### src/rtl/dc_buffer_pkg.sv
// Shared helpers for the dc_buffer controller: level sizing, one-hot pointer
// rotation and the pointer reset value.
package dc_buffer_pkg;

    localparam int PTR_MAX_W = 64;
    localparam logic [PTR_MAX_W-1:0] PTR_RESET = 64'b1;

    function automatic int clog2(input int value);
        int r;
        r = 0;
        for (int i = 0; i < 31; i++) begin
            if ((1 << i) < value) r = i + 1;
        end
        return r;
    endfunction

    // Rotate left by one within the low 'width' bits; bit width-1 wraps to bit 0.
    function automatic logic [PTR_MAX_W-1:0] onehot_rotl(input logic [PTR_MAX_W-1:0] ptr,
                                                         input int width);
        logic [PTR_MAX_W-1:0] r;
        r = '0;
        for (int i = 0; i < PTR_MAX_W; i++) begin
            if (i < width) r[(i + 1 == width) ? 0 : i + 1] = ptr[i];
        end
        return r;
    endfunction

endpackage

### src/rtl/dc_onehot_ptr.sv
// One-hot slot pointer: synchronous clear to slot 0, rotate left on advance.
module dc_onehot_ptr
    import dc_buffer_pkg::*;
#(
    parameter int W = 8
) (
    input  logic         clk,
    input  logic         rstn,
    input  logic         clear,
    input  logic         advance,
    output logic [W-1:0] ptr
);

    logic [W-1:0]         ptr_q, ptr_d;
    logic [PTR_MAX_W-1:0] wide, rot;

    // clear beats advance so a flush also drops a same-cycle push/pop.
    always_comb begin
        wide        = '0;
        wide[W-1:0] = ptr_q;
        rot         = onehot_rotl(wide, W);
        ptr_d       = ptr_q;
        if (clear)        ptr_d = PTR_RESET[W-1:0];
        else if (advance) ptr_d = rot[W-1:0];
    end

    always_ff @(posedge clk or negedge rstn) begin
        if (!rstn) ptr_q <= PTR_RESET[W-1:0];
        else       ptr_q <= ptr_d;
    end

    assign ptr = ptr_q;

`ifndef SYNTHESIS
    generate
        if (W < PTR_MAX_W) begin : g_rot_chk
            a_rot_in_range: assert property (@(posedge clk) disable iff (!rstn)
                rot[PTR_MAX_W-1:W] == '0);
        end
    endgenerate
`endif

endmodule

### src/rtl/dc_buffer_ctrl.sv
// Same-clock FIFO controller sequencing a dc_data_buffer through one-hot
// write/read pointers, with valid/ready push and pop ports and a level output.
module dc_buffer_ctrl
    import dc_buffer_pkg::*;
#(
    parameter int DATA_WIDTH   = 32,
    parameter int BUFFER_DEPTH = 8,
    parameter int LVL_W        = clog2(BUFFER_DEPTH)
) (
    input  logic                    clk,
    input  logic                    rstn,
    input  logic                    flush,
    input  logic [DATA_WIDTH-1:0]   data_in,
    input  logic                    valid_in,
    output logic                    ready_out,
    output logic [DATA_WIDTH-1:0]   data_out,
    output logic                    valid_out,
    input  logic                    ready_in,
    output logic [BUFFER_DEPTH-1:0] write_pointer,
    output logic [DATA_WIDTH-1:0]   write_data,
    output logic [BUFFER_DEPTH-1:0] read_pointer,
    input  logic [DATA_WIDTH-1:0]   read_data,
    output logic [LVL_W-1:0]        level
);

    localparam logic [LVL_W-1:0] FULL = LVL_W'(BUFFER_DEPTH - 1);

    logic             rst_done_q;
    logic [LVL_W-1:0] count_q, count_d;
    logic             push, pop;

    // The buffer writes every edge, so one slot is kept free as the write target.
    assign ready_out = rst_done_q & (count_q != FULL);
    assign valid_out = (count_q != '0);
    assign push      = valid_in & ready_out;
    assign pop       = valid_out & ready_in;

    always_comb begin
        count_d = count_q;
        if (flush) begin
            count_d = '0;
        end else begin
            case ({push, pop})
                2'b10:   count_d = count_q + LVL_W'(1);
                2'b01:   count_d = count_q - LVL_W'(1);
                default: count_d = count_q;
            endcase
        end
    end

    // rst_done holds off pushes for one edge while the buffer runs its own reset.
    always_ff @(posedge clk or negedge rstn) begin
        if (!rstn) begin
            rst_done_q <= 1'b0;
            count_q    <= '0;
        end else begin
            rst_done_q <= 1'b1;
            count_q    <= count_d;
        end
    end

    dc_onehot_ptr #(.W(BUFFER_DEPTH)) u_wr_ptr (
        .clk     (clk),
        .rstn    (rstn),
        .clear   (flush),
        .advance (push),
        .ptr     (write_pointer)
    );

    dc_onehot_ptr #(.W(BUFFER_DEPTH)) u_rd_ptr (
        .clk     (clk),
        .rstn    (rstn),
        .clear   (flush),
        .advance (pop),
        .ptr     (read_pointer)
    );

    assign write_data = data_in;
    assign data_out   = read_data;
    assign level      = count_q;

`ifndef SYNTHESIS
    a_wp_onehot: assert property (@(posedge clk) disable iff (!rstn) $onehot(write_pointer));
    a_rp_onehot: assert property (@(posedge clk) disable iff (!rstn) $onehot(read_pointer));
    a_cnt_max:   assert property (@(posedge clk) disable iff (!rstn) count_q <= FULL);
    a_ptr_apart: assert property (@(posedge clk) disable iff (!rstn)
        (count_q != '0) |-> (write_pointer != read_pointer));
`endif

endmodule

### config.mk
export PLATFORM = sky130hd
export DESIGN_NAME = dc_buffer_ctrl
export DESIGN_NICKNAME = d
export VERILOG_FILES = /design/src/rtl/dc_buffer_pkg.sv /design/src/rtl/dc_onehot_ptr.sv /design/src/rtl/dc_buffer_ctrl.sv
export SDC_FILE = /design/constraint.sdc
export NUM_CORES = 1
export LEC_CHECK = 0
export BUFFER_PORTS_ARGS = -buffer_cell sky130_fd_sc_hd__buf_2
export CORE_MARGIN = 3
export CORE_UTILIZATION = 31
export DETAILED_ROUTE_END_ITERATION = 12
export MAX_ROUTING_LAYER = met4
export PLACE_DENSITY = 0.76
export SYNTH_ARGS = -nofsm -noshare
export SYNTH_HDL_FRONTEND = slang
export SYNTH_SLANG_ARGS = --single-unit
### constraint.sdc
create_clock -name clk -period 2.3 [get_ports clk]
set_input_delay 0.23 -clock clk [delete_from_list [all_inputs] [get_ports clk]]
set_output_delay 0.23 -clock clk [all_outputs]
set_load 0.05 [all_outputs]
==> results.md <==
- Utilization after layout: roughly 28%
- Iter 0 DRT Violations: 38
- Clk root buf: clkbuf_8
- Dominant synthesized flop cell: dfrtp_1
- Drt wl/cell: 13.18 microns
- ANT nets after route: 0
- Commonest cells in the synthesized netlist: buf_4, nand2_1, dfrtp_1
- Fin nets: 194
- Part of the Yosys area used for sequential elements: 35.51%
- Largest net degree at the start of global routing: 23
- Die width: ~74 microns
- RSZ-0062 raised after global routing: false
- Top-area cell type share of the netlist area: about a third
- Via count: about 810
- Placed Area: ~0.0011 sq mm
- Crit end category: flop
- Crit Path Class: reg2reg
- Vias in the first global route: 762
- Tot GR Track Use: 9.094%
- Total wire length: ~2.3 mm
- Synth unique cells: 28
- Critical Path RT: roughly 2500 ps
- Setup Fix Bufs, Post-CTS: 0
- Post-CTS Resized: 0
- Dominant cell type by area after synthesis: buf_4
- GR Overflow Total: 0
- Clock Sinks: 20
- Number of synthesized flops with an enable pin: 0
- Initial antenna violation count: 0
- Crit start category: flop
- Starting Density: about a third
- Placed Cells incl. Taps: 168
- Critical path arrival: ~2200 ps
- TritonCTS Buffers: 3
- Power per cell area: between 1000 and 1500 mW/mm^2
- Synth top area cells: buf_4, dfrtp_1, nand2_1, a21oi_1, dfstp_2
- Synthesis-stage register bit count: 20
- Worst-Skew Late Latency: approximately 260 ps
- HP Class: in2reg
- Worst VDD drop: 407.3 uV
- Status: complete, no violations
- Std cell rows: 23
- Htree depth: 1
- Lkg Pwr: between 0.5 and 0.6 nW
- DRC Markers: 0
- IO Count: 154
- Layout cells sized above 1: 34.15%
- Minimum clock period after layout: between 2000 and 2500 ps
- Post-DP HPWL: roughly 1.6 mm
- Cell Count, Final, Fillers Out: 173
- Cells after synthesis: about 160
- Core Area: 0.004202 sq mm
- Highest Clock Rate: slightly below 500 MHz
- Synthesized net count: 229
- Pre-antenna DRT Iters: 4
- Synth-to-layout area growth: -15.81%
- Tcrit/Tclk final: about nine tenths
- TNS Setup: 0 ps
- Global-route wire length before repair: between 3 and 4 mm
- CTS tree: done
- Final Hold Viols: 0
- Post-synth ARST share: 100.0%
- Number of port buffers: 25
- Die extent in y: 73.60 microns
- CTS max path bufs: 2
- Count leader, synth: buf_4
- CTS Hold Buffers Added: 1
- Setup-failing EPs final: 0
- Mapped Avg Cell Area: a little under 9 sq um
- Yosys warns: 0
- Skew final: approximately 5.0 ps
- Die Area: ~0.0054 sq mm
- Max-Cap Viols: 0
- Routability-driven placement congestion ratio: a little over 0.7
- Fin area: between 0.001 and 0.0015 sq mm
- Clock-pin transition on the worst setup and hold timing paths: 80 ps
- Max FO, Critical Path: 7
- Antenna diode count: 0
- Fin. max-slew vios: 0
- DR vias/cell: about 4.7
- Synthesized area: about 0.0014 sq mm
[cell usage in the layout (no fill, tap or decap), drive strengths merged, types with 2 or more instances in the layout]
cell    count
dfstp       2
dfrtp      18
nand2      32
buf        27
nor2b       2
nand3       2
nand3b      2
nor2        4
a21oi      14
clkbuf      4
mux2        2
and2        2
[stage by stage]
step / worst slack, ps / hold WS [ps] / power (W)
2_1_floorplan: 30.78 / -65.59 / 0.001276
3_3_place_gp: 333.7 / 201.4 / 0.001090
3_5_place_dp: 262.4 / 206.8 / 0.001095
4_1_cts: 255.2 / 389.1 / 0.001372
5_1_grt: 152.1 / 417.3 / 0.001440
6_report: 272.1 / 385.4 / 0.001347
[flip-flops by register name, summed over array words and instances, names as in the netlist]
name          count
u_rd_ptr.ptr      8
level             3
u_wr_ptr.ptr      8
rst_done_q        1
[worst paths after layout]
check	startpoint	end	slack [ps]	depth (start not counted)
worst min register to register	u_rd_ptr.ptr[0]	u_rd_ptr.ptr[0]	500	2
max in group asynchronous	rstn	u_wr_ptr.ptr[0]	1500	2
worst max-delay path	level[0]	level[2]	270	7
worst min-delay path	flush	u_rd_ptr.ptr[1]	390	2
worst max register to register	level[0]	level[2]	270	7
min in group asynchronous	rstn	u_rd_ptr.ptr[4]	450	2
[layout make-up]
cell class	instances	area (sq um)
multi-input combinational	71	417.9
sequential	20	506.7
clock buffer	4	55.05
timing repair buffer	28	150.1
tap	50	62.56
fill	449	3009
[logic make-up after synthesis]
family          after synthesis  share of synthesized area [%]
other cells                   1                         0.2648
simple gates                 49                          16.26
fa+ha+maj                     1                          1.413
mux                           3                          2.561
flops                        20                          35.51
buf+inv                      68                          35.60
xor+xnor                      1                          1.944
compound gates               16                          6.449
[metal layers]
metal  share of wire, %  global-route usage, %  vias to the layer above
met1                 44                  10.70                      405
met4              0.088                  2.213                        0
met5                  0                      -                        -
li1                   -                      -                      367
met3                 11                  4.651                        2
met2                 45                  13.78                       34
[power breakdown]
group	switching (W)	leakage [nW]	total, W	internal (W)
sequential	0.0000669	0.263	0.000474	0.000407
combinational	0.000399	0.269	0.000608	0.000209
clock	0.000114	0.0288	0.000266	0.000152
total	0.000580	0.561	0.00135	0.000767
[critical path, stage by stage, from the launching register on]
cell,delay (ps)
dfrtp_2,470
nand3_1,170
and3_1,190
nor2_1,50
fa_1,380
nand4_1,100
a2bb2oi_1,230
mux2_4,320
No activity file was read; power rests on OpenSTA's default activity.
